**src/rtl/div_seq.sv**
```systemverilog
// ---------------------------------------------------------------------------
// div_seq : iterative RV32M divide unit (DIV, DIVU, REM, REMU)
//
// One ripple-carry adder is time-shared for every arithmetic step: operand
// negation, one restoring-division step per cycle, and the final sign fix-up.
// The unit sits beside the execute stage; the hazard logic stalls the
// pipeline for as long as busy is high.
//
// Ports
//   clk     in   1      clock, all state changes on the rising edge
//   rst     in   1      synchronous active-high reset
//   start   in   1      operation request, taken only when not busy
//                       (or in the done cycle, for back-to-back issue)
//   op      in   2      00 DIV, 01 DIVU, 10 REM, 11 REMU
//   a       in   WIDTH  dividend, sampled on the accept edge
//   b       in   WIDTH  divisor, sampled on the accept edge
//   busy    out  1      high from the cycle after accept through done
//   done    out  1      one-cycle pulse, result valid in that cycle
//   result  out  WIDTH  quotient or remainder, held until next accept
//
// WIDTH must be at least 4 and 2**CNT_W must exceed WIDTH.
// ---------------------------------------------------------------------------

// Ripple-carry adder. With subEn set it computes a - b as a + ~b + 1, and
// cout then reports a >= b when both are read as unsigned numbers.
module Rca #(
  parameter int WIDTH = 32
) (
  input  logic [WIDTH-1:0] a,
  input  logic [WIDTH-1:0] b,
  input  logic             subEn,
  output logic [WIDTH-1:0] sum,
  output logic             cout
);

  logic [WIDTH:0]   carry;
  logic [WIDTH-1:0] bInv;

  assign bInv     = b ^ {WIDTH{subEn}};
  assign carry[0] = subEn;

  // One full adder per bit, carry rippling from LSB to MSB.
  for (genvar i = 0; i < WIDTH; i++) begin : g_bit
    assign sum[i]     = a[i] ^ bInv[i] ^ carry[i];
    assign carry[i+1] = (a[i] & bInv[i]) | (a[i] & carry[i]) | (bInv[i] & carry[i]);
  end

  assign cout = carry[WIDTH];

endmodule

module div_seq #(
  parameter int WIDTH = 32,
  parameter int CNT_W = 6
) (
  input  logic             clk,
  input  logic             rst,
  input  logic             start,
  input  logic [1:0]       op,
  input  logic [WIDTH-1:0] a,
  input  logic [WIDTH-1:0] b,
  output logic             busy,
  output logic             done,
  output logic [WIDTH-1:0] result
);

  typedef enum logic [2:0] {
    IDLE,
    NEG_A,
    NEG_B,
    ITER,
    FIX,
    DONE
  } state_t;

  state_t           state_q;
  logic [WIDTH-1:0] quo_q;
  logic [WIDTH-1:0] dvs_q;
  logic [WIDTH-1:0] rem_q;
  logic [CNT_W-1:0] cnt_q;
  logic [1:0]       op_q;
  logic             negQ_q;
  logic             negR_q;
  logic             busy_q;
  logic             done_q;
  logic [WIDTH-1:0] result_q;

  logic [WIDTH-1:0] addA;
  logic [WIDTH-1:0] addB;
  logic             addSub;
  logic [WIDTH-1:0] addSum;
  logic             addCout;

  logic [WIDTH-1:0] shifted;
  logic             take;
  logic [WIDTH-1:0] fixVal;
  logic             fixNeg;

  logic             acceptNow;
  logic             inSigned;
  logic             inDivZero;
  logic             inOverflow;

  Rca #(.WIDTH(WIDTH)) u_rca (
    .a     (addA),
    .b     (addB),
    .subEn (addSub),
    .sum   (addSum),
    .cout  (addCout)
  );

  // Decode of the incoming request. A new operation may be taken from IDLE
  // or on the edge that leaves DONE, so back-to-back issue loses no cycle.
  // The two special cases (divide by zero, most-negative / -1) finish
  // straight away without touching the adder.
  always_comb begin
    acceptNow  = start & ((state_q == IDLE) | (state_q == DONE));
    inSigned   = ~op[0];
    inDivZero  = (b == '0);
    inOverflow = inSigned & (a == {1'b1, {(WIDTH-1){1'b0}}}) & (b == '1);
  end

  // Restoring-division step. The remainder shifts left taking the next
  // dividend bit from the top of the quotient register. If the shifted-out
  // remainder MSB was set, the partial remainder is at least 2**WIDTH and
  // therefore certainly not smaller than the divisor, so the subtract is
  // taken even though cout alone would not show it.
  always_comb begin
    shifted = {rem_q[WIDTH-2:0], quo_q[WIDTH-1]};
    take    = rem_q[WIDTH-1] | addCout;
    fixVal  = op_q[1] ? rem_q : quo_q;
    fixNeg  = op_q[1] ? negR_q : negQ_q;
  end

  // Adder input steering. Every use is a subtraction: negation is 0 - x,
  // and the division step is shifted - divisor. IDLE and DONE leave the
  // adder idle with zero inputs.
  always_comb begin
    addA   = '0;
    addB   = '0;
    addSub = 1'b1;
    case (state_q)
      NEG_A: addB = quo_q;
      NEG_B: addB = dvs_q;
      ITER: begin
        addA = shifted;
        addB = dvs_q;
      end
      FIX:   addB = fixVal;
      default: begin
        addA = '0;
        addB = '0;
      end
    endcase
  end

  // Main sequencer. Reset wins over everything, so an operation in flight
  // is simply dropped and never raises done. The dividend register is
  // reused as the quotient: each iteration shifts one dividend bit out of
  // the top and one quotient bit in at the bottom. Negation flags are
  // computed from the raw operands at accept time because the operand
  // registers are overwritten with magnitudes afterwards.
  always_ff @(posedge clk) begin
    if (rst) begin
      state_q  <= IDLE;
      quo_q    <= '0;
      dvs_q    <= '0;
      rem_q    <= '0;
      cnt_q    <= '0;
      op_q     <= '0;
      negQ_q   <= 1'b0;
      negR_q   <= 1'b0;
      busy_q   <= 1'b0;
      done_q   <= 1'b0;
      result_q <= '0;
    end else if (acceptNow) begin
      quo_q  <= a;
      dvs_q  <= b;
      op_q   <= op;
      negQ_q <= inSigned & (a[WIDTH-1] ^ b[WIDTH-1]);
      negR_q <= inSigned & a[WIDTH-1];
      rem_q  <= '0;
      cnt_q  <= '0;
      busy_q <= 1'b1;
      if (inDivZero) begin
        result_q <= op[1] ? a : '1;
        state_q  <= DONE;
        done_q   <= 1'b1;
      end else if (inOverflow) begin
        result_q <= op[1] ? '0 : a;
        state_q  <= DONE;
        done_q   <= 1'b1;
      end else begin
        state_q <= NEG_A;
        done_q  <= 1'b0;
      end
    end else begin
      case (state_q)
        NEG_A: begin
          if (negR_q) quo_q <= addSum;
          state_q <= NEG_B;
        end
        NEG_B: begin
          if (~op_q[0] & dvs_q[WIDTH-1]) dvs_q <= addSum;
          rem_q   <= '0;
          cnt_q   <= '0;
          state_q <= ITER;
        end
        ITER: begin
          rem_q <= take ? addSum : shifted;
          quo_q <= {quo_q[WIDTH-2:0], take};
          cnt_q <= cnt_q + CNT_W'(1);
          if (cnt_q == CNT_W'(WIDTH - 1)) state_q <= FIX;
        end
        FIX: begin
          result_q <= fixNeg ? addSum : fixVal;
          done_q   <= 1'b1;
          state_q  <= DONE;
        end
        DONE: begin
          busy_q  <= 1'b0;
          done_q  <= 1'b0;
          state_q <= IDLE;
        end
        default: begin
          busy_q  <= 1'b0;
          done_q  <= 1'b0;
          state_q <= IDLE;
        end
      endcase
    end
  end

  assign busy   = busy_q;
  assign done   = done_q;
  assign result = result_q;

endmodule

```
**config.mk**
```make
export PLATFORM = sky130hd
export DESIGN_NAME = div_seq
export DESIGN_NICKNAME = d
export VERILOG_FILES = /design/src/rtl/div_seq.sv
export SDC_FILE = /design/constraint.sdc
export NUM_CORES = 1
export LEC_CHECK = 0
export CAP_MARGIN = 20
export CORE_ASPECT_RATIO = 1.2
export CORE_MARGIN = 5
export CORE_UTILIZATION = 63
export DETAILED_ROUTE_END_ITERATION = 8
export MAX_ROUTING_LAYER = met4
export PLACE_DENSITY = 0.93
export SYNTH_ARGS = -nofsm -noshare
export SYNTH_HDL_FRONTEND = slang
export SYNTH_SLANG_ARGS = --single-unit
export TNS_END_PERCENT = 30
```
**constraint.sdc**
```tcl
create_clock -name clk -period 43 [get_ports clk]
set_input_delay 4.3 -clock clk [delete_from_list [all_inputs] [get_ports clk]]
set_output_delay 4.3 -clock clk [all_outputs]
set_load 0.03 [all_outputs]
```
==> results of run 1 <==
## registers in the layout, indices dropped and copies added (netlist names)
register / cells
op_q: 2
quo_q: 32
state_q: 3
done: 1
result: 32
negQ_q: 1
cnt_q: 6
rem_q: 32
negR_q: 1
busy: 1
dvs_q: 32
## tightest hold or removal path: stages, from the launching register on
cell and delay [ps]:
dfxtp_1 310, nand2_1 50, a21oi_1 60
## where the power goes
| part | internal [mW] | switching [mW] |
|---|---|---|
| registers | 0.145 | 0.0119 |
| clock network | 0.0914 | 0.0580 |
| logic | 0.0868 | 0.152 |
## layout make-up
cell class	count	area (um^2)	share of cell area (%)
sequential	143	2860	24.9
multi-input combinational	948	6430	55.9
clock buffer	23	488	4.25
inverter	34	128	1.11
clock inverter	9	108	0.936
tap	208	260	2.26
timing repair buffer	127	1220	10.6
## final timing paths
check | start | endpoint | slack (ps) | cells after the start
worst max-delay path | state_q[0] | quo_q[0] | 24890 | 43
worst min-delay path | op_q[0] | op_q[0] | 480 | 2
worst max register to register | state_q[0] | quo_q[0] | 24890 | 43
worst min register to register | op_q[0] | op_q[0] | 480 | 2
## layer usage
metal / global-route usage [%] / vias to the layer above / wire (um)
met5: - / - / 0
met4: 12.3 / 0 / 1080
met3: 9.47 / 112 / 4550
met2: 51.9 / 824 / 14200
met1: 44.4 / 4886 / 12000
li1: - / 4605 / -
## placed cells by master, fill, tap and decap left out, drive strengths merged, types with 2 or more instances in the layout
master	synthesis	layout
a211oi	62	62
a21oi	138	138
a221oi	52	52
a22o	7	7
a22oi	43	43
a31oi	33	33
and2	32	32
buf	46	26
bufinv	0	2
clkbuf	85	23
clkdlybuf4s50	0	101
clkinv	0	5
clkinvlp	0	2
dfxtp	143	143
fa	31	31
ha	2	2
inv	34	34
mux2	32	32
mux2i	63	63
nand2	116	116
nand2b	5	5
nand3	9	9
nand3b	2	2
nand4	8	8
nor2	159	159
nor2b	4	4
nor3	4	4
nor4	15	15
nor4b	2	2
nor4bb	2	2
o211ai	5	5
o21ai	70	70
o221ai	2	2
o31ai	32	32
or3	2	2
or4	2	2
## kinds of logic after synthesis
group	count (synthesis)
buffers and inverters	166
flip-flops	143
AND/OR/NAND/NOR	368
AO/OA/AOI/OAI	450
XOR/XNOR	2
multiplexers	95
adder cells (fa/ha/maj)	33
==> impl_metrics.ini, run 1 <==
[critical_path]
cp_max_fo = 36
cp_num_buf_inv = 4
cpMaxStageDelayCell = dfxtp_1
max_stage_delay_ps = 740
crit_path_frequent_cell = fa_1
crit_required_ps = 43270
cp_top_family = adder cells
critPathArrivalTime_ps = 18380
critPathKind = reg -> reg
critPathLaunchType = flop
cp-end-kind = flop

[placed_design]
dpl-instance-area_um2 = 10900
hpwl_um = 20700
placed_cells = 1458
dp_slack_ps = 25110
gp_congestion = 0.925
port_buffers = 102

[timing]
grt_setup_unrepaired = no
maxSlewViolCount = 0
setup_viol = 0
finalHoldViolations = 0
period_needed_ps = 18110
max-slew-margin-rel_pct = 21.9
finalClockSkew_ps = 7.11
worst_pin_slew_ps = 1170
fin_crit_sh_pct = 42.1
hold-worst-slack_ps = 476
setup_ws_ps = 24890
final.setup.tns_ps = 0
fmax_mhz = 55.2

[synth]
synth_top_family_by_area = compound AO/OA/AOI/OAI gates
syn-cell-area_um2 = 9960
synthAdderAreaFrac_pct = 6.48
synth_top_cells_by_area = dfxtp_1, a21oi_1, mux2i_1
synthSimpleGateAreaFrac_pct = 16.6
synth-seq-cells = 143
syn_avg_cell_area_um2 = 7.92
syn-num-nets = 1359
synth_ff_type = dfxtp_1
netlist_top_cells_count = nor2_1, dfxtp_1, a21oi_1
synthArstFlopShare_pct = 0
synth_edf_count = 0
synth.distinct_cells = 58
ys_seq_area_share_pct = 28.7
synthMuxAreaShare_pct = 9.95
syn_inst = 1257
synth_xor_area_share_pct = 0.176
yosys_warnings = 0
synth_compound_area_share_pct = 30.7
synth_top_cell_by_area = dfxtp_1
synth_top_area_share_pct = 28.7
yosysMostFrequentCell = nor2_1

[grt]
grt_start_max_net_pins = 80
grt_pass1_vias = 9711
grt_remaining_overflow = 0
grt_usage_pct = 34.3
grt_pass1_wl_um = 50700
antenna_found_initial = 0

[route]
vias = 10400
drt-initial-drc-count = 1745
vias_per_cell = 6.99
route.detailed.drc = 0
wl_per_cell_um = 21.3
firstDrtPassIters = 8
wl_um = 31800
final_antenna_net_count = 0

[finish]
fillCellCount = 1085
drive_gt1_share_pct = 10.5
instances_no_fill = 1492
antennaDiodeCount = 0
final_util_pct = 73.8
synthToLayoutAreaGrowth_pct = 15.4
nets = 1373
fin_area_um2 = 11500

[floorplanning]
start_util_pct = 63.9
die_x_um = 125
core_area_um2 = 15600
num_rows = 50
dieArea_um2 = 18400
ios = 103
die_h_um = 148

[pwr]
finalPower_mw = 0.545
ir_worst_vdd_mv = 0.0308
leakagePower_nw = 4.32
power_density_nw_per_um2 = 47.5

[clock_tree]
path_clk_slew_ps = 60
cts_tree = yes
clk_latency_ps = 430
cts_root_buffer = clkbuf_16
cts_resized = 0
clock_path_buffers = 2
cts_buffers = 17
numClockSinks = 143
cts_hold_buf = 0
post-cts-setup-buffer-count = 0
htree_num_levels = 4

[status]
outcome = completed

[worst_hold_path]
hp-class = reg -> reg

[run]
maxCapViolations = 0
Power figures use the tool's default switching activity.
==> run 2: changes to the inputs <==
Settings changed: CORE_UTILIZATION 63 to 53, PLACE_DENSITY 0.93 to 0.84.
Clock period 43 ns to 14.8 ns, I/O delays scaled along.
==> impl_metrics.ini, run 2 (synthesis gave the netlist of run 1 again) <==
[status]
outcome = completed

[pwr]
ir_worst_vdd_mv = 0.0871
leakagePower_nw = 4.39
power_density_nw_per_um2 = 141
switching_share_pct = 41.0
power_frac_seq_pct = 27.2
power_switching_mw = 0.684
power.internal_mw = 0.984
p_clk_share_pct = 24.5
comb_power_share_pct = 48.3

[worst_hold_path]
hp-class = reg -> reg
hold_path_end = op_q[0]
whs_path_depth = 2
hp-start = op_q[0]

[floorplanning]
core_area_um2 = 18600
die_h_um = 160
ios = 103
num_rows = 55
die_x_um = 135
start_util_pct = 53.4
dieArea_um2 = 21600

[clock_tree]
cts_root_buffer = clkbuf_16
numClockSinks = 143
cts_tree = yes
htree_num_levels = 4
clock_path_buffers = 2
clk_latency_ps = 430
cts_buffers = 17
path_clk_slew_ps = 60

[placed_design]
hpwl_um = 21200
placed_cells = 1522
dpl-instance-area_um2 = 11100
gp_congestion = 0.919
port_buffers = 102

[critical_path]
cp_max_fo = 15
worstReg2RegStart = state_q[2]
critPathLaunchType = flop
cp_num_buf_inv = 3
crit_path_frequent_cell = fa_2
critPathArrivalTime_ps = 14790
critPathKind = reg -> reg
rr_endpoint = rem_q[29]
crit_required_ps = 15130
r2r_cells = 43
reg2reg_slack_ps = 340
cp_top_family = adder cells
max_stage_delay_ps = 410
cp-end-kind = flop
cpMaxStageDelayCell = fa_2

[timing]
period_needed_ps = 14460
finalHoldViolations = 0
final.setup.tns_ps = 0
maxSlewViolCount = 0
worst_pin_slew_ps = 1160
max-slew-margin-rel_pct = 21.9
hold-worst-slack_ps = 469
fmax_mhz = 69.2
setup_viol = 0
finalClockSkew_ps = 10.9
fin_crit_sh_pct = 97.7
grt_setup_unrepaired = no

[route]
drt-initial-drc-count = 1682
vias_per_cell = 6.71
route.detailed.drc = 0
vias = 10500
firstDrtPassIters = 6
wl_per_cell_um = 21.5
final_antenna_net_count = 0
wl_um = 33500

[finish]
final_common_cell = nor2_1
final_util_pct = 63.4
fin_area_um2 = 11800
instances_no_fill = 1560
synthToLayoutAreaGrowth_pct = 18.7
drive_gt1_share_pct = 14.7
final_cell_mix = nor2_1, dfxtp_1, a21oi_1
nets = 1392

[run]
maxCapViolations = 0

[grt]
antenna_found_initial = 1
grt_pass1_wl_um = 53700
grt_pass1_vias = 9879
grt_remaining_overflow = 0
grt_start_max_net_pins = 80
grt_usage_pct = 31.3
==> run 2: changes by cell type in the layout (fill, tap and decap cells not counted), sizes merged <==
cell / delta
buf: +19
clkinv: +3
diode: +1
clkbuf: -5
inv: +1
clkinvlp: +2
bufinv: -1
==> run 2: area by class of cell <==
cell class | count | area [um^2]
flip-flops and latches | 143 | 2870
repair buffers | 146 | 1430
fillers | 1488 | 6820
diodes | 1 | 2.50
multi-input cells | 948 | 6530
inverters | 34 | 128
well taps | 256 | 320
clock inverters | 14 | 120
clock buffers | 18 | 429
==> run 2: worst min-delay path, stage by stage (launching register included) <==
cell and delay (ps):
dfxtp_1 310, nand2_1 50, a21oi_1 60
==> run 2: how the worst max path moves through the flow <==
stage | cells past startpoint | start | slack, ps | endpoint
6_report | 43 | state_q[2] | 340 | rem_q[29]
5_1_grt | 43 | state_q[2] | 30 | rem_q[29]
4_1_cts | 43 | state_q[2] | 50 | rem_q[28]
3_5_place_dp | 41 | state_q[2] | -130 | rem_q[30]
3_3_place_gp | 40 | state_q[2] | -1 | result[31]
2_1_floorplan | 44 | state_q[2] | 30 | rem_q[0]
==> run 2: what timing repair did <==
item	4_1_cts	5_1_grt
hold endpoints to repair	0	0
resized for setup	11	7
setup endpoints to repair	36	36
hold buffers	0	0
buffers inserted	1	1
gates cloned	2	0
pin swaps	2	9
==> run 2: stage by stage <==
stage                     worst slack [ps]  power [mW]
after floorplan                       26.9       0.973
after global placement               -1.12        1.15
after detailed placement              -131        1.17
after CTS                             49.2        1.64
after global routing                  34.6        1.75
final                                  344        1.67
==> run 2: power groups by stage <==
stage | sequential [mW] | combinational [mW] | clock, mW
2_1_floorplan | 0.453 | 0.520 | 0
3_3_place_gp | 0.456 | 0.695 | 0
3_5_place_dp | 0.458 | 0.716 | 0
4_1_cts | 0.451 | 0.776 | 0.409
5_1_grt | 0.457 | 0.865 | 0.426
6_report | 0.454 | 0.805 | 0.409
==> run 2: routing by layer <==
metal | vias to the layer above | share of wire, % | GRT usage [%]
met4 | 0 | 4.6 | 14.1
met2 | 752 | 45 | 46.3
li1 | 4657 | - | -
met5 | - | 0 | -
met1 | 4908 | 39 | 41.2
met3 | 151 | 12 | 6.58
